==> src/rtl/ws2812_rx.sv <==
// WS2812 single-wire receiver: measures high-pulse widths on the synchronised
// input, rebuilds 24-bit pixel words and reports frame ends and decode errors.
module ws2812_rx #(
    parameter int BITS_PER_PIXEL = 24,
    parameter int PX_COUNT_WIDTH = 6,
    parameter int MAX_PIXELS     = 32,
    parameter int MIN_HIGH       = 10,
    parameter int BIT_THRESH     = 60,
    parameter int MAX_HIGH       = 120,
    parameter int LATCH_CYCLES   = 5000
) (
    input  logic                      clk,
    input  logic                      rst,
    input  logic                      din,
    output logic [BITS_PER_PIXEL-1:0] pixel,
    output logic                      pixel_valid,
    output logic [PX_COUNT_WIDTH-1:0] pixel_idx,
    output logic                      frame_done,
    output logic [PX_COUNT_WIDTH-1:0] frame_px,
    output logic                      err,
    output logic [1:0]                err_code
);

    localparam int HCNT_W = $clog2(MAX_HIGH + 2);
    localparam int LCNT_W = $clog2(LATCH_CYCLES + 1);
    localparam int BCNT_W = $clog2(BITS_PER_PIXEL);

    localparam logic [HCNT_W-1:0] HCNT_ONE  = HCNT_W'(1);
    localparam logic [HCNT_W-1:0] HCNT_SAT  = HCNT_W'(MAX_HIGH + 1);
    localparam logic [HCNT_W-1:0] HCNT_MIN  = HCNT_W'(MIN_HIGH);
    localparam logic [HCNT_W-1:0] HCNT_BIT1 = HCNT_W'(BIT_THRESH);
    localparam logic [HCNT_W-1:0] HCNT_MAX  = HCNT_W'(MAX_HIGH);

    localparam logic [LCNT_W-1:0] LCNT_ONE   = LCNT_W'(1);
    localparam logic [LCNT_W-1:0] LCNT_LATCH = LCNT_W'(LATCH_CYCLES);

    localparam logic [BCNT_W-1:0]         BCNT_ONE  = BCNT_W'(1);
    localparam logic [BCNT_W-1:0]         BCNT_LAST = BCNT_W'(BITS_PER_PIXEL - 1);
    localparam logic [PX_COUNT_WIDTH-1:0] PX_ONE    = PX_COUNT_WIDTH'(1);
    localparam logic [PX_COUNT_WIDTH-1:0] PX_MAX    = PX_COUNT_WIDTH'(MAX_PIXELS);

    localparam logic [1:0] ERR_GLITCH  = 2'b01;
    localparam logic [1:0] ERR_STUCK   = 2'b10;
    localparam logic [1:0] ERR_PARTIAL = 2'b11;

    typedef enum logic [1:0] {
        SYNC_WAIT,
        IDLE,
        HIGH,
        LOW
    } state_t;

    function automatic logic [HCNT_W-1:0] hcnt_inc(input logic [HCNT_W-1:0] v);
        return (v >= HCNT_SAT) ? v : v + HCNT_ONE;
    endfunction

    function automatic logic [LCNT_W-1:0] lcnt_inc(input logic [LCNT_W-1:0] v);
        return (v >= LCNT_LATCH) ? v : v + LCNT_ONE;
    endfunction

    logic                      din_s1_q, din_s2_q;
    state_t                    state_q, state_d;
    logic [HCNT_W-1:0]         hcnt_q, hcnt_d;
    logic [LCNT_W-1:0]         lcnt_q, lcnt_d;
    logic [BCNT_W-1:0]         bit_cnt_q, bit_cnt_d;
    logic [PX_COUNT_WIDTH-1:0] px_cnt_q, px_cnt_d;
    logic [BITS_PER_PIXEL-2:0] shift_q, shift_d;
    logic [BITS_PER_PIXEL-1:0] pixel_q, pixel_d;
    logic                      pixel_valid_q, pixel_valid_d;
    logic [PX_COUNT_WIDTH-1:0] pixel_idx_q, pixel_idx_d;
    logic                      frame_done_q, frame_done_d;
    logic [PX_COUNT_WIDTH-1:0] frame_px_q, frame_px_d;
    logic                      err_q, err_d;
    logic [1:0]                err_code_q, err_code_d;

    logic                      din_sync;
    logic                      bit_val;
    logic [BITS_PER_PIXEL-1:0] word_full;

    assign din_sync  = din_s2_q;
    assign bit_val   = (hcnt_q >= HCNT_BIT1);
    // Only the newest BITS_PER_PIXEL-1 bits are stored; the final bit joins on emit.
    assign word_full = {shift_q, bit_val};

    always_comb begin
        state_d       = state_q;
        hcnt_d        = hcnt_q;
        lcnt_d        = lcnt_q;
        bit_cnt_d     = bit_cnt_q;
        px_cnt_d      = px_cnt_q;
        shift_d       = shift_q;
        pixel_d       = pixel_q;
        pixel_valid_d = 1'b0;
        pixel_idx_d   = pixel_idx_q;
        frame_done_d  = 1'b0;
        frame_px_d    = frame_px_q;
        err_d         = 1'b0;
        err_code_d    = err_code_q;

        case (state_q)
            SYNC_WAIT: begin
                if (din_sync) begin
                    lcnt_d = '0;
                end else if (lcnt_q == LCNT_LATCH) begin
                    lcnt_d  = '0;
                    state_d = IDLE;
                end else begin
                    lcnt_d = lcnt_inc(lcnt_q);
                end
            end

            IDLE: begin
                if (din_sync) begin
                    hcnt_d  = HCNT_ONE;
                    state_d = HIGH;
                end
            end

            HIGH: begin
                if (hcnt_q > HCNT_MAX) begin
                    err_d      = 1'b1;
                    err_code_d = ERR_STUCK;
                    bit_cnt_d  = '0;
                    px_cnt_d   = '0;
                    lcnt_d     = '0;
                    state_d    = SYNC_WAIT;
                end else if (din_sync) begin
                    hcnt_d = hcnt_inc(hcnt_q);
                end else if (hcnt_q < HCNT_MIN) begin
                    err_d      = 1'b1;
                    err_code_d = ERR_GLITCH;
                    bit_cnt_d  = '0;
                    px_cnt_d   = '0;
                    lcnt_d     = '0;
                    state_d    = SYNC_WAIT;
                end else begin
                    shift_d = word_full[BITS_PER_PIXEL-2:0];
                    lcnt_d  = LCNT_ONE;
                    state_d = LOW;
                    if (bit_cnt_q == BCNT_LAST) begin
                        bit_cnt_d = '0;
                        // Past MAX_PIXELS the count saturates and the word is silently dropped.
                        if (px_cnt_q < PX_MAX) begin
                            pixel_valid_d = 1'b1;
                            pixel_d       = word_full;
                            pixel_idx_d   = px_cnt_q;
                            px_cnt_d      = px_cnt_q + PX_ONE;
                        end
                    end else begin
                        bit_cnt_d = bit_cnt_q + BCNT_ONE;
                    end
                end
            end

            LOW: begin
                if (din_sync) begin
                    hcnt_d  = HCNT_ONE;
                    state_d = HIGH;
                end else if (lcnt_q == LCNT_LATCH) begin
                    if ((bit_cnt_q != '0) || (px_cnt_q != '0)) begin
                        frame_done_d = 1'b1;
                        frame_px_d   = px_cnt_q;
                        if (bit_cnt_q != '0) begin
                            err_d      = 1'b1;
                            err_code_d = ERR_PARTIAL;
                        end
                    end
                    px_cnt_d  = '0;
                    bit_cnt_d = '0;
                    lcnt_d    = '0;
                    state_d   = IDLE;
                end else begin
                    lcnt_d = lcnt_inc(lcnt_q);
                end
            end

            default: begin
                state_d = SYNC_WAIT;
                lcnt_d  = '0;
            end
        endcase
    end

    always_ff @(posedge clk) begin
        if (rst) begin
            din_s1_q      <= 1'b0;
            din_s2_q      <= 1'b0;
            state_q       <= SYNC_WAIT;
            hcnt_q        <= '0;
            lcnt_q        <= '0;
            bit_cnt_q     <= '0;
            px_cnt_q      <= '0;
            pixel_q       <= '0;
            pixel_valid_q <= 1'b0;
            pixel_idx_q   <= '0;
            frame_done_q  <= 1'b0;
            frame_px_q    <= '0;
            err_q         <= 1'b0;
            err_code_q    <= '0;
        end else begin
            din_s1_q      <= din;
            din_s2_q      <= din_s1_q;
            state_q       <= state_d;
            hcnt_q        <= hcnt_d;
            lcnt_q        <= lcnt_d;
            bit_cnt_q     <= bit_cnt_d;
            px_cnt_q      <= px_cnt_d;
            pixel_q       <= pixel_d;
            pixel_valid_q <= pixel_valid_d;
            pixel_idx_q   <= pixel_idx_d;
            frame_done_q  <= frame_done_d;
            frame_px_q    <= frame_px_d;
            err_q         <= err_d;
            err_code_q    <= err_code_d;
        end
    end

    // Shift contents are qualified by bit_cnt, so stale bits after reset are harmless.
    always_ff @(posedge clk) begin
        shift_q <= shift_d;
    end

    assign pixel       = pixel_q;
    assign pixel_valid = pixel_valid_q;
    assign pixel_idx   = pixel_idx_q;
    assign frame_done  = frame_done_q;
    assign frame_px    = frame_px_q;
    assign err         = err_q;
    assign err_code    = err_code_q;

endmodule

==> config.mk <==
export PLATFORM = sky130hd
export DESIGN_NAME = ws2812_rx
export DESIGN_NICKNAME = d
export VERILOG_FILES = /design/src/rtl/ws2812_rx.sv
export SDC_FILE = /design/constraint.sdc
export NUM_CORES = 1
export LEC_CHECK = 0
export ABC_AREA = 1
export CORE_MARGIN = 3
export CORE_UTILIZATION = 30
export DETAILED_ROUTE_END_ITERATION = 6
export PLACE_DENSITY = 0.46
export SYNTH_ARGS = -nofsm -noshare
export SYNTH_HDL_FRONTEND = slang
export SYNTH_SLANG_ARGS = --single-unit
==> constraint.sdc <==
create_clock -name clk -period 4.45 [get_ports clk]
set_input_delay 0.6675 -clock clk [delete_from_list [all_inputs] [get_ports clk]]
set_output_delay 0.6675 -clock clk [all_outputs]
set_load 0.02 [all_outputs]
* Word level (Yosys, flattened, before mapping)
Cells that the tools add are included.
Operators by class: equality and inequality tests 19, add/subtract/negate cells 4, bitwise operators 7, multiplexer cells 54, magnitude comparators 6, reduce and logical (&&, ||, !) cells 19
Operators by type and width (count):
- $mux W13 | 6
- $mux W6 | 7
- $pmux W13 S3 | 1
- $mux W5 | 6
- $mux W2 | 14
- $mux W7 | 4
- $ne A2 B2 Y1 const B | 9
- $pmux W7 S2 | 1
- $add A13 B1 Y13 const B | 1
- $eq A13 B13 Y1 const B | 1
- $ge A13 B13 Y1 const B | 1
- $pmux W6 S2 | 1
- $reduce_and A4 Y1 | 3
- $reduce_and A6 Y1 | 2
- $mux W1 | 10
- $pmux W5 S2 | 1
- $ne A4 B4 Y1 const B | 2
- $pmux W2 S4 | 1
- $add A7 B1 Y7 const B | 1
- $ge A7 B6 Y1 const B | 1
- $ge A7 B7 Y1 const B | 1
- $gt A7 B7 Y1 const B | 1
- $lt A7 B4 Y1 const B | 1
- $not A1 Y1 | 7
- other kinds (22) | 26
Storage, ports and cells: register bits after elaboration 99, logic and storage cells 124, bits of input ports 3

* Longest topological paths before layout
Gate-level depths: netlist of run 1.
depth after elaboration 7, mapped depth 12

* Worst setup path after synthesis of run 1
No wires, ideal clock.
path kind reg2reg, start point register hcnt_q[2], end point register shift_q[0] (enable), arrival time 1358 ps, period minus slack after synthesis 1736 ps, stages on the path, launching flop included 8, data required time 4072 ps, path buffers 0, path slack 2714 ps, cells stage by stage dfxtp_1 -> nor2_1 -> nand2_1 -> nand2_4 -> nand2_4 -> nor2_4 -> nand2_2 -> inv_1
Between the ends: cells in the longest elaborated chain, start to end 3, elaborated cells between the ends (all ways) 5
Ends and longest elaborated chain:
- from (decl) | line 63 | logic [HCNT_W-1:0] hcnt_q, hcnt_d;
- from (signal assigned) | line 204 | hcnt_q <= hcnt_d;
- $lt A7 B4 Y1 / $gt A7 B7 Y1 (equally long branches) | line 129, 120
- $not A1 Y1 (no line)
- $reduce_and A4 Y1 (no line) *
- to (signal assigned) | line 220 | shift_q <= shift_d;
- to (decl) | line 67 | logic [BITS_PER_PIXEL-2:0] shift_q, shift_d;
Every way passes the cells marked *; elsewhere a longest branch is shown, timed or not. A chain may end at the register's enable or synchronous reset.

==> results of run 1 <==
cells by family after synthesis:
kind of cell | after synthesis | share of synthesized area (%)
DFF | 99 | 51.94
and+or+nand+nor | 264 | 26.67
buffers and inverters | 74 | 7.168
adders and majority gates | 9 | 2.644
AOI/OAI and AO/OA | 89 | 10.96
xor gates and xnor gates | 3 | 0.6170
cells in the final DEF (no fill, tap or decap), types with 2 or more instances in the layout:
| cell type | netlist | layout |
|---|---|---|
| nor2_1 | 129 | 129 |
| dfxtp_1 | 76 | 76 |
| nand2_1 | 78 | 78 |
| ha_1 | 9 | 9 |
| o21ai_0 | 49 | 49 |
| clkbuf_16 | 0 | 9 |
| nor2_4 | 4 | 4 |
| nand2_2 | 2 | 2 |
| inv_6 | 0 | 2 |
| o21ai_1 | 2 | 2 |
| edfxtp_1 | 23 | 23 |
| nand2_4 | 2 | 2 |
| nor3_1 | 7 | 7 |
| a21oi_1 | 33 | 33 |
| clkdlybuf4s50_1 | 0 | 43 |
| inv_8 | 0 | 2 |
| nand3_1 | 23 | 23 |
| xor2_1 | 3 | 3 |
| inv_2 | 5 | 5 |
| nand4_1 | 14 | 14 |
| inv_1 | 51 | 51 |
layout make-up:
cell class	instances	area [µm²]	share of cell area, %
inverter	57	214.0	4.159
timing repair buffer	44	437.9	8.512
clock buffer	9	225.2	4.377
sequential	99	2212	43.00
tap	176	220.2	4.280
multi-input combinational	365	1742	33.85
clock inverter	7	93.84	1.824
cells in the mapped netlist (all sizes together):
cell type / number / area [µm²]
a211oi: 1 / 7.510
a21boi: 1 / 7.510
a21oi: 34 / 181.4
buf: 10 / 63.81
clkbuf: 7 / 27.52
clkinv: 1 / 3.750
dfxtp: 76 / 1521
edfxtp: 23 / 690.7
ha: 9 / 112.6
inv: 56 / 210.2
nand2: 82 / 327.8
nand3: 24 / 125.1
nand3b: 1 / 7.510
nand4: 14 / 87.58
nor2: 134 / 535.5
nor3: 8 / 45.04
nor3b: 1 / 7.510
o21ai: 51 / 255.3
o21bai: 1 / 7.510
o31ai: 1 / 7.510
xor2: 3 / 26.28
worst max-delay path, cell delays in order:
cell	delay [ns]
clkdlybuf4s50_1	0.98
inv_1	0.52
buf_4	0.35
o21ai_0	0.09
nor2_1	0.07
path summary, 6_finish.rpt:
check / start / endpoint / depth (start not counted)
setup / recovery: rst / bit_cnt_q[1]$_SDFFE_PP0P_ / 5
hold / removal: din_s1_q$_SDFF_PP0_ / din_s2_q$_SDFF_PP0_ / 2
setup reg to reg: bit_cnt_q[0]$_SDFFE_PP0P_ / pixel[6]$_SDFFE_PP0P_ / 10
hold reg to reg: din_s1_q$_SDFF_PP0_ / din_s2_q$_SDFF_PP0_ / 2
state kept, by name, summed over array words and instances, names as in the netlist:
name and flops:
px_cnt_q 6, bit_cnt_q 5, shift_q 23, din_s1_q 1
err_code 2, pixel_valid 1, lcnt_q 13, err 1
din_s2_q 1, state_q 2, pixel_idx 6, hcnt_q 7
pixel 24, frame_done 1, frame_px 6
per-stage QoR:
step | util, % | std cells | total power [mW]
after global routing | 37.95 | 757 | 1.849
final | 37.95 | 757 | 1.779
after CTS | 37.95 | 757 | 1.812
after detailed placement | 35.59 | 741 | 0.9709
after global placement | 35.59 | 741 | 0.9708
after floorplan | - | 538 | 0.9617
metal layers:
metal	global-route usage, %	vias to the layer above	share of wire (%)
li1	-	1813	-
met1	16.02	1565	48
met2	20.63	41	46
met3	4.094	14	3.3
met4	4.209	0	1.8
met5	0	-	0
power breakdown:
part	leakage (nW)	total (mW)	switching, mW	internal (mW)
registers	0.817	0.920	0.00359	0.917
clock network	0.153	0.829	0.377	0.453
logic	1.03	0.0289	0.0192	0.00968
==> reports/metrics.cfg, run 1 <==
[floorplanning]
start_util_pct=31.41
ios=44
die_area_um2=15660
rows=42
chipHeight_um=125.2
coreArea_um2=13560
dieWidth_um=125.2

[timing]
relSlewSlack_pct=39.54
tightest_slew_ns=0.9059
setup_tns_ns=0
setup_viol=0
fin_crit_ns=2.447
holdWs_ns=0.4103
rsz0062_at_grt=false
finalCritPeriodShare_pct=54.99
fmax_mhz=408.6
setup_ws_ns=2.003
fin_skew_ns=0.007488
hold_violations=0
maxSlewViolCount=0

[cts]
clock-sinks=99
cts_max_level=3
clockRootBuffer=clkbuf_16
clkLatencyLatePin_ns=0.36
cts_resized=0
hold_buffers=0
clk_pin_slew_ns=0.07
max-clock-path-buffers=2
cts_tree=yes
tritoncts.num_buffers=9
postCtsSetupBuffers=0

[global_routing]
grt_usage_pct=12.69
grt_max_degree=33
grt_pass1_wl_um=16350
grt_pass1_vias=3375
antenna_found_initial=0
globalRouteOverflowTotal=0

[critical_path]
worstSetupPathType=in -> reg
critPathArrivalTime_ns=2.70
ff2ff_setup_slack_ns=2.08
cp-start-kind=primary input
crit_required_ns=4.70
worst-path-max-fanout=24
cp-end-kind=flip-flop

[yosys]
netlist_area_um2=4259
syn_area_per_cell_um2=7.917
synth_seq_cells=99
synth_fp_nets=550
yosysUniqueCellTypes=34
yosysWarnings=0
ys_seq_area_share_pct=51.94
netlist_instances=538

[placement]
dp_hpwl_um=6780
io_buffers=43
pre_cts_ws_ns=1.553
gp_congestion=0.7965
dpl-instance-area_um2=4826

[route]
wire_per_inst_um=12.53
dr.pass1.iters=4
num_vias=3433
drc=0
viasPerCell=4.535
route.antenna.remaining_nets=0
drt_wl_total_um=9483
drt-initial-drc-count=212

[flow_run]
drv_cap=0

[finish]
drive_above_1_share_pct=5.852
fillers=1370
diodes=0
nets=588
area_growth_pct=20.80
design_area_um2=5145

[power]
p_per_area_nw_per_um2=345.7
leakagePower_nw=2.005
ir_drop_uv=172.3

[hold_path]
hold_class=reg -> reg

[run_status]
status=finished, final reports clean

(Power assumes the default switching activity.)
==> inputs of run 2 (changes only) <==
--- a/config.mk
+++ b/config.mk
@@ -9,7 +9,7 @@
 export CORE_MARGIN = 3
 export CORE_UTILIZATION = 30
 export DETAILED_ROUTE_END_ITERATION = 6
-export PLACE_DENSITY = 0.46
+export PLACE_DENSITY = 0.47
 export SYNTH_ARGS = -nofsm -noshare
 export SYNTH_HDL_FRONTEND = slang
 export SYNTH_SLANG_ARGS = --single-unit
==> constraint.sdc (replaced) <==
create_clock -name clk -period 2.05 [get_ports clk]
set_input_delay 0.3075 -clock clk [delete_from_list [all_inputs] [get_ports clk]]
set_output_delay 0.3075 -clock clk [all_outputs]
set_load 0.02 [all_outputs]
==> run 2 against run 1 <==
  * Sequential power is 120% higher
  * Global-route usage hardly changed
  * Cell count is 1.2% higher
  * Non-clock buffer count is 9 higher
  * Via count is 3.6% higher
  * Setup slack worse by 1.8 ns
  * First-iteration DRC count is 12% higher
  * Worst hold slack better by 0.0026 ns
  * Final area is 0.95% higher
  * Die area stayed put
  * Sequential cell count stayed put
  * Clock power is 100% higher
  * Critical endpoint is now pixel[4]$_SDFFE_PP0P_
==> reports/metrics.cfg, run 2 (synthesis gave the netlist of run 1 again) <==
[critical_path]
cp-end-kind=flip-flop  ; unchanged
worstSetupPathType=reg -> reg  ; was in -> reg
crit_required_ns=2.33  ; was 4.70 ns
worst-path-max-fanout=29  ; was 24
critPathArrivalTime_ns=2.10  ; was 2.70 ns
cp-start-kind=flip-flop  ; was primary input

[placement]
dpl-instance-area_um2=4906  ; was 4826 µm²
pre_cts_ws_ns=0.1624  ; was 1.553 ns
dp_hpwl_um=6808  ; was 6780 µm
gp_congestion=0.8400  ; was 0.7965
io_buffers=43  ; unchanged

[timing]
tightest_slew_ns=0.5307  ; was 0.9059 ns
setup_viol=0  ; unchanged
setup_ws_ns=0.2348  ; was 2.003 ns
fmax_mhz=550.9
finalCritPeriodShare_pct=88.55
fin_crit_ns=1.815
rsz0062_at_grt=false  ; unchanged
relSlewSlack_pct=64.57  ; was 39.54%
maxSlewViolCount=0  ; unchanged
hold_violations=0  ; unchanged
fin_skew_ns=0.007927  ; was 0.007488 ns
setup_tns_ns=0  ; unchanged

[finish]
fillers=1410  ; was 1370
drive_above_1_share_pct=7.288  ; was 5.852%
postLayoutCoreUtil_pct=38.31  ; was 37.95%
area_growth_pct=21.94  ; was 20.80%
design_area_um2=5194  ; was 5145 µm²
multi_input_area_um2=1744  ; was 1742 µm²
seq_area_um2=2212  ; unchanged
diodes=0  ; unchanged
layout_common_cells=nor2_1 (129), nand2_1 (77), dfxtp_1 (76), inv_1 (51), o21ai_0 (49)  ; was nor2_1 (129), nand2_1 (78), dfxtp_1 (76), inv_1 (51), o21ai_0 (49)
layout_commonest_cell=nor2_1  ; unchanged
largest_register_ffs=24  ; unchanged
nets=597  ; was 588

[route]
route.antenna.remaining_nets=0  ; unchanged
viasPerCell=4.644  ; was 4.535
num_vias=3557  ; was 3433
drc=0  ; unchanged
wire_per_inst_um=12.52  ; was 12.53 µm
drt-initial-drc-count=238  ; was 212
dr.pass1.iters=5  ; was 4
drt_wl_total_um=9594  ; was 9483 µm

[cts]
tritoncts.num_buffers=9  ; unchanged
clkLatencyLatePin_ns=0.35  ; was 0.36 ns
clk_pin_slew_ns=0.08  ; was 0.07 ns
hold_buffers=0  ; unchanged
clock-sinks=99  ; unchanged
cts_resized=0  ; unchanged
postCtsSetupBuffers=0  ; unchanged
cts_max_level=3  ; unchanged
max-clock-path-buffers=2  ; unchanged
clockRootBuffer=clkbuf_16  ; unchanged
cts_tree=yes  ; unchanged

[global_routing]
grt_pass1_vias=3340  ; was 3375
grt_max_degree=30  ; was 33
grt_pass1_wl_um=16410  ; was 16350 µm
grt_usage_pct=12.69  ; about the same
globalRouteOverflowTotal=0  ; unchanged
antenna_found_initial=0  ; unchanged

[power]
leakagePower_nw=2.039  ; was 2.005 nW
fin_total_pwr_mw=3.724  ; was 1.779 mW
ir_drop_uv=310.8  ; was 172.3 µV
p_per_area_nw_per_um2=717.1  ; was 345.7 nW/µm²

[floorplanning]
dieWidth_um=125.2  ; unchanged
coreArea_um2=13560  ; unchanged
start_util_pct=31.41  ; unchanged
rows=42  ; unchanged
die_area_um2=15660  ; unchanged
ios=44  ; unchanged
chipHeight_um=125.2  ; unchanged

[hold_path]
hold_class=reg -> reg  ; unchanged

[flow_run]
drv_cap=0  ; unchanged

[run_status]
status=finished, final reports clean  ; unchanged

==> run 2: cell types whose count changed in the layout (fill, tap and decap cells not counted), sizes merged <==
cell | previous run | this run
buf | 1 | 10
bufinv | 1 | 0
clkbuf | 9 | 10
==> run 2: per-stage QoR <==
| step | hold slack [ns] | std cells |
|---|---|---|
| 6_report | 0.4128 | 766 |
| 5_1_grt | 0.4466 | 766 |
| 4_1_cts | 0.4193 | 766 |
| 3_5_place_dp | 0.4096 | 750 |
| 3_3_place_gp | 0.4020 | 750 |
| 2_1_floorplan | 0.3883 | 538 |
==> run 2: critical path, cell delays in order, from the launching register on <==
cell and delay [ns]:
dfxtp_1 0.45, nand2_1 0.13, nor2_4 0.15, nand2_4 0.11, nand2_4 0.10, nor2_4 0.05, nand2_2 0.08, nor2_4 0.04
inv_2 0.39, nor2_1 0.10, nor2_1 0.13
==> run 2: path summary, 6_finish.rpt <==
check / to / start / slack (ns) / depth (start not counted)
max: pixel[4]$_SDFFE_PP0P_ / hcnt_q[4]$_SDFFE_PP0P_ / 0.23 / 10
min: din_s2_q$_SDFF_PP0_ / din_s1_q$_SDFF_PP0_ / 0.41 / 2
min reg2reg: din_s2_q$_SDFF_PP0_ / din_s1_q$_SDFF_PP0_ / 0.41 / 2
max reg2reg: pixel[4]$_SDFFE_PP0P_ / hcnt_q[4]$_SDFFE_PP0P_ / 0.23 / 10
==> run 2: power by group <==
group / leakage, nW / switching (mW) / total, mW / internal [mW]
combinational: 1.08 / 0.0444 / 0.0689 / 0.0246
clock: 0.138 / 0.805 / 1.66 / 0.853
sequential: 0.817 / 0.00733 / 2.00 / 1.99
==> run 2: per-layer routing <==
| layer | wire length [µm] | global-route usage [%] | vias to the layer above |
|---|---|---|---|
| met1 | 4626 | 16.70 | 1654 |
| met5 | 0 | 0 | - |
| met4 | 81 | 4.592 | 0 |
| li1 | - | - | 1838 |
| met3 | 351 | 3.156 | 6 |
| met2 | 4535 | 20.34 | 59 |
==> run 2: final cells by class <==
type / count / area share [%]
well taps: 176 / 4.240
inverters: 57 / 4.119
clock inverters: 6 / 1.084
multi-input cells: 365 / 33.58
flip-flops and latches: 99 / 42.59
repair buffers: 53 / 9.974
clock buffers: 10 / 4.409
==> inputs of run 3 (changes only) <==
--- a/config.mk
+++ b/config.mk
@@ -6,10 +6,10 @@
 export NUM_CORES = 1
 export LEC_CHECK = 0
 export ABC_AREA = 1
-export CORE_MARGIN = 3
 export CORE_UTILIZATION = 30
 export DETAILED_ROUTE_END_ITERATION = 6
 export PLACE_DENSITY = 0.47
+export SETUP_SLACK_MARGIN = 0.1
 export SYNTH_ARGS = -nofsm -noshare
 export SYNTH_HDL_FRONTEND = slang
 export SYNTH_SLANG_ARGS = --single-unit
==> run 3 against run 2 <==
  * Sequential cell count unchanged
  * Wire length down 2.0%
  * Critical path depth is the same
  * Sequential share of layout area fell by 0.20 points
  * Fmax is 5.1% higher
  * Largest power group unchanged
==> reports/metrics.cfg, run 3 (synthesis gave the netlist of run 1 again) <==
[critical_path]
cp-end-kind=flip-flop  ; unchanged
worst-path-max-fanout=8  ; was 29
worstReg2RegEnd=bit_cnt_q[4]$_SDFFE_PP0P_  ; was pixel[4]$_SDFFE_PP0P_
worstSetupPathType=reg -> reg  ; unchanged
r2r_cells=10  ; unchanged
ff2ff_setup_slack_ns=0.32  ; was 0.23 ns
worstReg2RegStart=lcnt_q[0]$_SDFFE_PP0P_  ; was hcnt_q[4]$_SDFFE_PP0P_
cp-start-kind=flip-flop  ; unchanged
critPathArrivalTime_ns=1.98  ; was 2.10 ns
crit_required_ns=2.30  ; was 2.33 ns

[power]
p_per_area_nw_per_um2=714.2  ; was 717.1 nW/µm²
ir_drop_uv=324.4  ; was 310.8 µV
leakagePower_nw=2.048  ; was 2.039 nW

[placement]
gp_congestion=0.8676  ; was 0.8400
io_buffers=43  ; unchanged
dp_hpwl_um=6748  ; was 6808 µm

[global_routing]
antenna_found_initial=0  ; unchanged
grt_pass1_vias=3264  ; was 3340
grt_max_degree=30  ; unchanged
grt_pass1_wl_um=15770  ; was 16410 µm
globalRouteOverflowTotal=0  ; unchanged
grt_usage_pct=13.90  ; was 12.69%

[run_status]
status=finished, final reports clean  ; unchanged

[floorplanning]
start_util_pct=30.68  ; was 31.41%
die_area_um2=14680  ; was 15660 µm²
coreArea_um2=13880  ; was 13560 µm²
dieWidth_um=121.2  ; was 125.2 µm
chipHeight_um=121.2  ; was 125.2 µm
ios=44  ; unchanged
rows=43  ; was 42

[flow_run]
drv_cap=0  ; unchanged

[finish]
nets=597  ; unchanged
diodes=0  ; unchanged
layout_commonest_cell=nor2_1  ; unchanged
drive_above_1_share_pct=8.136  ; was 7.288%
postLayoutCoreUtil_pct=37.61  ; was 38.31%
fillers=1431  ; was 1410
largest_register_ffs=24  ; unchanged
layout_common_cells=nor2_1 (128), nand2_1 (76), dfxtp_1 (75), inv_1 (50), o21ai_0 (49)  ; was nor2_1 (129), nand2_1 (77), dfxtp_1 (76), inv_1 (51), o21ai_0 (49)
area_growth_pct=22.59  ; was 21.94%

[timing]
fin_crit_ns=1.727  ; was 1.815 ns
setup_viol=0  ; unchanged
finalCritPeriodShare_pct=84.26  ; was 88.55%
tightest_slew_ns=0.3967  ; was 0.5307 ns
rsz0062_at_grt=true  ; was false
hold_violations=0  ; unchanged
fin_skew_ns=0.008787  ; was 0.007927 ns
fmax_mhz=578.9  ; was 550.9 MHz
setup_tns_ns=0  ; unchanged
relSlewSlack_pct=73.41  ; was 64.57%
maxSlewViolCount=0  ; unchanged

[route]
drc=0  ; unchanged
wl_met2_um=4416  ; was 4535 µm
route.antenna.remaining_nets=0  ; unchanged
met3_wirelength_um=289  ; was 351 µm
top_layer_used=met4  ; unchanged
drt-initial-drc-count=221  ; was 238
wl_met1_um=4492  ; was 4626 µm
viasPerCell=4.584  ; was 4.644
wire_per_inst_um=12.21  ; was 12.52 µm
dr.pass1.iters=4  ; was 5
drt_wl_total_um=9401  ; was 9594 µm
num_vias=3530  ; was 3557

[cts]
clk_pin_slew_ns=0.07  ; was 0.08 ns
cts_tree=yes  ; unchanged
clkLatencyLatePin_ns=0.36  ; was 0.35 ns
clock-sinks=99  ; unchanged
postCtsSetupBuffers=0  ; unchanged
tritoncts.num_buffers=9  ; unchanged
max-clock-path-buffers=2  ; unchanged
hold_buffers=0  ; unchanged
clockRootBuffer=clkbuf_16  ; unchanged
cts_max_level=3  ; unchanged
cts_resized=0  ; unchanged

[hold_path]
hold_depth=2  ; unchanged
hold_class=reg -> reg  ; unchanged
whs_endpoint=din_s2_q$_SDFF_PP0_  ; unchanged
hold_path_startpoint=din_s1_q$_SDFF_PP0_  ; unchanged

==> run 3: layout make-up <==
type	count	area, µm²	share of cell area [%]
tap	180	225.2	4.313
clock inverter	7	67.56	1.294
sequential	99	2213	42.39
timing repair buffer	53	521.8	9.993
multi-input combinational	365	1749	33.50
clock buffer	9	225.2	4.313
inverter	57	219.0	4.194
==> run 3: where the power goes <==
group	internal, mW	switching (mW)	total, mW
clock	0.855	0.807	1.66
combinational	0.0250	0.0444	0.0694
sequential	1.99	0.00712	2.00
==> run 3: critical path, stage by stage, from the launching register on <==
cell,delay (ns)
dfxtp_1,0.35
inv_1,0.09
ha_1,0.18
nand3_1,0.08
nor2_1,0.12
nand4_1,0.18
nand2_2,0.18
buf_4,0.17
inv_1,0.08
o21ai_0,0.14
nor2_1,0.05
==> run 3: layer usage <==
metal | GRT usage [%] | vias to the layer above
li1 | - | 1843
met1 | 17.83 | 1618
met2 | 22.04 | 56
met3 | 2.538 | 13
met4 | 7.639 | 0
met5 | 0 | -
==> run 3: worst max path at each step <==
| stage | from | to | slack [ns] | depth (start not counted) |
|---|---|---|---|---|
| floorplan | hcnt_q[2]$_SDFFE_PP0P_ | shift_q[0]$_DFFE_PP_ | 0.31 | 7 |
| global placement | state_q[0]$_SDFFE_PP0P_ | bit_cnt_q[4]$_SDFFE_PP0P_ | 0.18 | 8 |
| global route | lcnt_q[0]$_SDFFE_PP0P_ | frame_px[1]$_SDFFE_PP0P_ | 0.06 | 10 |
| CTS | lcnt_q[0]$_SDFFE_PP0P_ | frame_px[1]$_SDFFE_PP0P_ | 0.21 | 10 |
| finish | lcnt_q[0]$_SDFFE_PP0P_ | bit_cnt_q[4]$_SDFFE_PP0P_ | 0.32 | 10 |
| detailed placement | state_q[0]$_SDFFE_PP0P_ | bit_cnt_q[4]$_SDFFE_PP0P_ | 0.22 | 8 |
==> run 3: stage by stage <==
stage	hold slack, ns	setup WS (ns)	power, mW	instance area, µm²	cells
2_1_floorplan	0.3883	0.3139	2.088	4259	538
3_3_place_gp	0.4093	0.1792	2.113	4911	754
3_5_place_dp	0.4043	0.2181	2.113	4911	754
4_1_cts	0.4155	0.2066	3.803	5204	770
5_1_grt	0.4542	0.06330	3.875	5221	770
6_report	0.4077	0.3227	3.729	5221	770
